--- config.mk ---
export PLATFORM = sky130hd
export DESIGN_NAME = inv_array_freq_meter
export DESIGN_NICKNAME = d
export VERILOG_FILES = /design/src/rtl/inv_array_freq_meter.sv
export SDC_FILE = /design/constraint.sdc
export NUM_CORES = 1
export LEC_CHECK = 0
export CAP_MARGIN = 10
export CORE_MARGIN = 2
export CORE_UTILIZATION = 38
export DETAILED_ROUTE_END_ITERATION = 16
export PLACE_DENSITY = 0.56
export REMOVE_ABC_BUFFERS = 1
export SYNTH_ARGS = -nofsm -noshare
export SYNTH_HDL_FRONTEND = slang
export SYNTH_SLANG_ARGS = --single-unit
--- constraint.sdc ---
create_clock -name wb_clk_i -period 3.3 [get_ports wb_clk_i]
set_clock_uncertainty 0.2 [all_clocks]
set_input_delay 0.66 -clock wb_clk_i [delete_from_list [all_inputs] [get_ports wb_clk_i]]
set_output_delay 0.66 -clock wb_clk_i [all_outputs]
set_load 0.05 [all_outputs]
--- src/rtl/inv_array_freq_meter.sv ---
// Frequency meter for the analog inverter / ring-oscillator array.
// Enables the selected channels, lets them settle, then counts the
// synchronized rising edges of each oscillator over a gate window of
// wb_clk_i cycles and publishes saturating per-channel results.
module inv_array_freq_meter #(
  parameter int NCH         = 4,
  parameter int CNT_W       = 16,
  parameter int GATE_W      = 16,
  parameter int SETTLE      = 8,
  parameter int SYNC_STAGES = 2,
  localparam int RD_W       = (NCH > 1) ? $clog2(NCH) : 1
) (
`ifdef USE_POWER_PINS
  inout  wire              VDD,
  inout  wire              VSS,
`endif
  input  logic             wb_clk_i,
  input  logic             resetb,
  input  logic             start_i,
  input  logic             abort_i,
  input  logic [GATE_W-1:0] gate_len_i,
  input  logic [NCH-1:0]   ch_en_i,
  input  logic [NCH-1:0]   osc_i,
  output logic [NCH-1:0]   osc_en_o,
  output logic             busy_o,
  output logic             done_o,
  input  logic [RD_W-1:0]  rd_sel_i,
  output logic [CNT_W-1:0] rd_data_o,
  output logic [NCH-1:0]   ovf_o
);

  localparam logic [GATE_W-1:0] TMR_ONE     = GATE_W'(1);
  localparam logic [GATE_W-1:0] SETTLE_LOAD = GATE_W'(SETTLE - 1);
  localparam logic [CNT_W-1:0]  CNT_ONE     = CNT_W'(1);

  typedef enum logic [1:0] {S_IDLE, S_SETTLE, S_COUNT, S_DONE} state_e;

  state_e              state_q, state_d;
  logic [GATE_W-1:0]   gate_q, gate_d;
  logic [GATE_W-1:0]   timer_q, timer_d;
  logic [NCH-1:0]      mask_q, mask_d;
  logic [CNT_W-1:0]    cnt_q [NCH];
  logic [CNT_W-1:0]    cnt_d [NCH];
  logic [CNT_W-1:0]    res_q [NCH];
  logic [CNT_W-1:0]    res_d [NCH];
  logic [NCH-1:0]      ovf_q, ovf_d;
  logic [SYNC_STAGES-1:0] sync_q [NCH];
  logic [NCH-1:0]      prev_q;
  logic [NCH-1:0]      rise;
  logic [CNT_W-1:0]    rd_q, rd_d;

  // FSM state register
  always_ff @(posedge wb_clk_i or negedge resetb) begin
    if (!resetb) state_q <= S_IDLE;
    else         state_q <= state_d;
  end

  // FSM next state: abort beats timer expiry; start is only heard in IDLE
  always_comb begin
    state_d = state_q;
    case (state_q)
      S_IDLE:   if (start_i) state_d = S_SETTLE;
      S_SETTLE: begin
        if (abort_i)             state_d = S_IDLE;
        else if (timer_q == '0)  state_d = (gate_q == '0) ? S_DONE : S_COUNT;
      end
      S_COUNT: begin
        if (abort_i)             state_d = S_IDLE;
        else if (timer_q == '0)  state_d = S_DONE;
      end
      S_DONE:   state_d = S_IDLE;
      default:  state_d = S_IDLE;
    endcase
  end

  // FSM outputs: oscillators only run while settling or counting
  always_comb begin
    busy_o   = (state_q != S_IDLE);
    done_o   = (state_q == S_DONE);
    osc_en_o = ((state_q == S_SETTLE) || (state_q == S_COUNT)) ? mask_q : '0;
  end

  // Rising-edge detect on the last synchronizer stage against its previous value
  always_comb begin
    for (int i = 0; i < NCH; i++) begin
      rise[i] = sync_q[i][SYNC_STAGES-1] & ~prev_q[i];
    end
  end

  // Datapath next state: capture config, run the window timer, count, publish
  always_comb begin
    gate_d  = gate_q;
    mask_d  = mask_q;
    timer_d = timer_q;
    ovf_d   = ovf_q;
    for (int i = 0; i < NCH; i++) begin
      cnt_d[i] = cnt_q[i];
      res_d[i] = res_q[i];
    end
    case (state_q)
      S_IDLE: begin
        if (start_i) begin
          gate_d  = gate_len_i;
          mask_d  = ch_en_i;
          timer_d = SETTLE_LOAD;
        end
      end
      S_SETTLE: begin
        for (int i = 0; i < NCH; i++) cnt_d[i] = '0;
        if (timer_q != '0) timer_d = timer_q - TMR_ONE;
        else               timer_d = gate_q - TMR_ONE;
      end
      S_COUNT: begin
        if (timer_q != '0) timer_d = timer_q - TMR_ONE;
        for (int i = 0; i < NCH; i++) begin
          if (mask_q[i] && rise[i] && !(&cnt_q[i])) cnt_d[i] = cnt_q[i] + CNT_ONE;
        end
      end
      S_DONE: begin
        for (int i = 0; i < NCH; i++) begin
          res_d[i] = cnt_q[i];
          ovf_d[i] = mask_q[i] & (&cnt_q[i]);
        end
      end
      default: ;
    endcase
  end

  // Readout mux; out-of-range selects read as zero
  always_comb begin
    rd_d = '0;
    if (int'(rd_sel_i) < NCH) rd_d = res_q[rd_sel_i];
  end

  // Datapath registers
  always_ff @(posedge wb_clk_i or negedge resetb) begin
    if (!resetb) begin
      gate_q  <= '0;
      mask_q  <= '0;
      timer_q <= '0;
      ovf_q   <= '0;
      rd_q    <= '0;
      for (int i = 0; i < NCH; i++) begin
        cnt_q[i] <= '0;
        res_q[i] <= '0;
      end
    end else begin
      gate_q  <= gate_d;
      mask_q  <= mask_d;
      timer_q <= timer_d;
      ovf_q   <= ovf_d;
      rd_q    <= rd_d;
      for (int i = 0; i < NCH; i++) begin
        cnt_q[i] <= cnt_d[i];
        res_q[i] <= res_d[i];
      end
    end
  end

  // Synchronizers for the asynchronous oscillator inputs; they run continuously
  always_ff @(posedge wb_clk_i or negedge resetb) begin
    if (!resetb) begin
      prev_q <= '0;
      for (int i = 0; i < NCH; i++) sync_q[i] <= '0;
    end else begin
      for (int i = 0; i < NCH; i++) begin
        sync_q[i] <= {sync_q[i][SYNC_STAGES-2:0], osc_i[i]};
        prev_q[i] <= sync_q[i][SYNC_STAGES-1];
      end
    end
  end

  assign rd_data_o = rd_q;
  assign ovf_o     = ovf_q;

endmodule
# Yosys cells after proc, flatten, opt, wreduce, memory -nomap -nowiden
# Index checks and enable logic that the tools add are counted.
[op_classes]
n_addsub = 6
n_lt_le_gt_ge = 1
n_eq_ne = 11
mux = 20
n_bitwise = 13
reduce_logical = 31
[ops]
columns = ["cell", "count"]
rows = [
  ["$mux W16", 9],
  ["$pmux W64 S2", 1],
  ["$add A16 B1 Y16 const B", 4],
  ["$reduce_and A16 Y1", 4],
  ["$pmux W16 S3", 1],
  ["$bmux W16 S2", 1],
  ["$logic_not A16 Y1", 2],
  ["$sub A16 B1 Y16 const B", 2],
  ["$reduce_bool A16 Y1", 1],
  ["$mux W2", 5],
  ["$ne A2 B1 Y1 const B", 5],
  ["$reduce_and A2 Y1", 5],
  ["$and A1 B1 Y1", 8],
  ["$logic_and A1 B1 Y1", 8],
  ["$pmux W2 S4", 1],
  ["$ne A3 B3 Y1 const B", 2],
  ["$reduce_and A3 Y1", 2],
  ["$eq A2 B2 Y1 const B", 2],
  ["$logic_not A1 Y1", 4],
  ["$mux W4", 1],
  ["$not A1 Y1", 4],
  ["$reduce_bool A2 Y1", 2],
  ["$ge A3 B3 Y1 const B", 1],
  ["$not A2 Y3", 1],
  ["other kinds (6)", 6],
]
[totals]
reg_bits = 198
input_bits = 30
out_inout_bits = 26
elab_cells = 101

# Depth between registers and ports, before layout
# Gate-level depths: netlist (run 1).
[logic_depth]
word_depth = 6
ltp_mapped = 9
ltp_nobuf = 8

# Least setup slack after synthesis (run 1)
# Ideal clock, no wire load.
[synth_path]
path_type = "flip-flop to flip-flop"
start = "reg timer_q[0]"
end = "reg timer_q[12]"
setup_ps = 120
arrival_ps = 2465
t_required_ps = 2980
slack_ps = 515
path_stages_with_launch = 10
n_path_buf = 1
period_less_slack_ps = 2785
path_cell_list = "dfrtp_1 > inv_1 > ha_1 > or3b_2 > clkbuf_1 > or3_4 > or3_1 > a211oi_1 > o22ai_1 > a31o_1"
[synth_via]
elab_chain_cells = 3
elab_cells_between_ends = 7
[synth_rtl]
columns = ["item", "line_no", "source"]
rows = [
  ["from (decl)", "40", "logic [GATE_W-1:0] timer_q, timer_d;"],
  ["from (signal assigned)", "150", "timer_q <= timer_d;"],
  ["$sub A16 B1 Y16 / $reduce_bool A16 Y1 (equally long branches)", "110, 114", ""],
  ["$mux W16 (tied with other cells)", "114", "if (timer_q != '0) timer_d = timer_q - TMR_ONE;"],
  ["$pmux W16 S3 / $reduce_and A3 Y1 (equally long branches)", "-", ""],
]
# Several ways; a longest one is shown, not always the timed one. The select of a mux whose other input is x is not followed.
# A chain may end at the register's enable or synchronous reset.

# Worst setup path in the final report (run 1)
[layout_path]
start = "reg state_q[0]"
end = "out busy_o"
[layout_via]
elab_chain_cells = 1
[layout_rtl]
columns = ["item", "line_no", "source"]
rows = [
  ["from (decl)", "38", "state_e state_q, state_d;"],
  ["from (signal assigned)", "55", "else state_q <= state_d;"],
  ["$reduce_bool A2 Y1", "78", "busy_o = (state_q != S_IDLE);"],
  ["to (decl)", "25", "output logic busy_o,"],
]
# Every way passes these cells.

==> run_results.csv, run 1 <==
group,metric,value,unit
yosys,netlist.area_leader.share,54.1,%
worst_setup_path,start_kind,"flop",
yosys,post-synth-top-area-cell,"dfrtp_1",
yosys,synth_cells,807,
cts,htreeDepth,4,
sta,period_needed,2.96,ns
cts,hold_buffers,0,
sta,finalMaxSlewViolations,0,
worst_setup_path,cp_top_family,"buffers and inverters",
global_routing,grt_max_degree,78,
worst_setup_path,cpMaxStageDelayCell,"clkdlybuf4s50_1",
floorplanning,io_pins,56,
yosys,avgSynthCellArea,11.4,µm²
detailed_routing,vias,6290,
final_layout,drive_gt1_share,18.8,%
cts,root_buffer,"clkbuf_16",
sta,maxSlewHeadroom,55.0,%
sta,setup_violations,0,
yosys,synth.area.top_cells,"dfrtp_1 (54%), mux2_2 (10%), mux4_2 (3.9%)",
placement,dp_hpwl,14300,µm
worst_setup_path,cp.buffers_inverters,3,
sta,holdWs,0.0466,ns
final_layout,layout_commonest_cell,"dfrtp_1",
yosys,syn_area,9170,µm²
sta,fmax,338,MHz
detailed_routing,drc,0,
power_and_ir_drop,powerDensity,660,nW/µm²
global_routing,grt_usage,17.0,%
placement,placedCellCount,1168,
floorplanning,coreArea,23500,µm²
sta,final.setup.tns,0,ns
cts,cts_resized,0,
yosys,synth.area.mux_share,14.8,%
run,max_cap_viol_count,0,
floorplanning,die-area,25400,µm²
global_routing,grt_remaining_overflow,0,
worst_setup_path,cpMostUsedCell,"inv_1",
cts,clk_latency,0.44,ns
final_layout,layoutNonFillerInstCount,1199,
floorplanning,start_util,38.9,%
worst_setup_path,crit_fanout,4,
yosys,async_flop_share,100,%
global_routing,grt_pass1_wl,34500,µm
sta,rsz0062_at_grt,"no",
placement,gp_congestion,0.845,
sta,fin_crit_sh,89.7,%
sta,tightest_slew,0.675,ns
cts,post_cts_buffers,0,
worst_setup_path,worstPathArrival,2.10,ns
placement,port_buffers,55,
floorplanning,dieHeight,159,µm
final_layout,mostFrequentLayoutCells,"dfrtp_1 (198), mux2_2 (84), nor2_1 (78), nand2_1 (75), clkdlybuf4s50_1 (49)",
global_routing,antenna_found_initial,0,
yosys,synth_fa_ha_area_share,1.64,%
yosys,synth-seq-cells,198,
final_layout,n_antenna_cell,0,
final_layout,area_delta_synth_final,17.2,%
yosys,yosysWarnings,0,
cts,cts.sinks,198,
sta,hold_viol_final,0,
yosys,synthDistinctLibCells,51,
detailed_routing,dr.pass1.iters,4,
worst_setup_path,critical_path.max_stage_delay,0.81,ns
yosys,yosys.area_share.simple,16.1,%
worst_hold_path,min_path_type,"input port to async pin",
worst_setup_path,crit_path_end_kind,"output port",
worst_setup_path,crit_chain,"inv_1, ha_1, inv_1, clkdlybuf4s50_1",
cts,cts.path.max_buffers,2,
floorplanning,rows,56,
power_and_ir_drop,ir_worst_vdd,0.000496,V
worst_setup_path,path_class,"flop to output port",
cts,cts_tree,"built",
yosys,synth-compound-area-share,6.20,%
detailed_routing,via_per_inst,5.25,
detailed_routing,post_drt_wl_per_cell,17.1,µm
detailed_routing,drt_iter0_markers,424,
global_routing,first_global_vias,6296,
run_status,status,"completed",
detailed_routing,finalWirelength,20500,µm
yosys,yosysSeqAreaShare,54.1,%
yosys,synth_xor_xnor_area_share,5.16,%
final_layout,nets,910,
detailed_routing,detail-route-antenna-nets,0,
floorplanning,die_x,159,µm
cts,clk_pin_slew,0.07,ns
worst_setup_path,required,2.44,ns
power_and_ir_drop,leakagePower,0.00479,µW
yosys,synth_edf_count,0,
yosys,ys.flop_type,"dfrtp_1",
yosys,synth_top_family_by_area,"simple AND/OR/NAND/NOR gates",
cts,cts_buffers,17,
## final timing paths
check | from | to | slack (ns) | cells past startpoint
max | state_q[0] | busy_o | 0.34 | 4
min | resetb | cnt_q[31] | 0.05 | 1
max reg2reg | timer_q[0] | timer_q[6] | 0.35 | 7
min reg2reg | sync_q[0] | sync_q[1] | 0.15 | 0
max in group asynchronous | resetb | cnt_q[2] | 2.14 | 2
min in group wb_clk_i | sync_q[0] | sync_q[1] | 0.15 | 0
## cells in the mapped netlist, types with 2 or more instances
cell	n
mux4_2	16
nor3_1	19
a21oi_1	15
mux2i_1	5
o22ai_1	5
and2_1	7
nand4_1	24
dfrtp_1	198
buf_2	2
a22o_1	3
nor2_1	78
nor2b_1	3
a21o_1	4
nor4_1	10
and3_1	12
o211ai_1	2
or4_1	8
nor3b_1	2
a221o_1	2
nand3_1	30
or3_1	5
xor2_1	33
mux2_2	84
xnor2_1	21
and4_1	8
inv_1	16
ha_1	12
nand2_1	75
clkbuf_1	30
a31oi_1	7
nand4b_1	5
o31ai_1	5
o21ai_0	43
## per-layer routing
metal / wire length [µm] / part of all wire, % / track usage (%)
met5: 0 / 0 / 0
met4: 198 / 0.97 / 4.30
met3: 591 / 2.9 / 3.15
met2: 9590 / 47 / 27.0
met1: 10100 / 49 / 24.3
## through the flow
stage | utilization [%] | total power, µW | worst slack (ns) | cell area (µm²)
2_1_floorplan | - | 4350 | -0.437 | 9040
3_3_place_gp | 43.3 | 5110 | 0.427 | 10200
3_5_place_dp | 43.3 | 5120 | 0.367 | 10200
4_1_cts | 45.6 | 7160 | 0.319 | 10700
5_1_grt | 45.6 | 7510 | 0.164 | 10700
6_report | 45.6 | 7090 | 0.341 | 10700
## area by class of cell
cell class,instances,area (µm²)
Fill cell,2211,12800
Sequential cell,198,4950
Multi-Input combinational cell,559,4040
Timing Repair Buffer,75,729
Clock buffer,19,433
Tap cell,319,399
Clock inverter,12,121
Inverter,17,63.8
## power by group
part	internal, µW	switching [µW]	total (µW)
clock	1050	965	2020
sequential	2670	280	2950
combinational	808	1310	2120
total	4530	2560	7090
## registers in the layout, indices dropped and copies added, names as in the netlist
register   flops
cnt_q         64
gate_q        16
mask_q         4
ovf_o          4
prev_q         4
rd_data_o     16
res_q         64
state_q        2
sync_q         8
timer_q       16
## cell families after synthesis
kind of cell / after synthesis
compound gates: 94
xor+xnor: 54
fa+ha+maj: 12
buf+inv: 50
flops: 198
mux: 105
simple gates: 294
(Power assumes the default switching activity.)
==> run 2, diff against run 1 <==
CTS_CLUSTER_DIAMETER = 150   (was not set)
GPL_TIMING_DRIVEN = 1   (was not set)
==> results of run 2 <==
Final layout, timing and power as in run 1 (identical DEF).
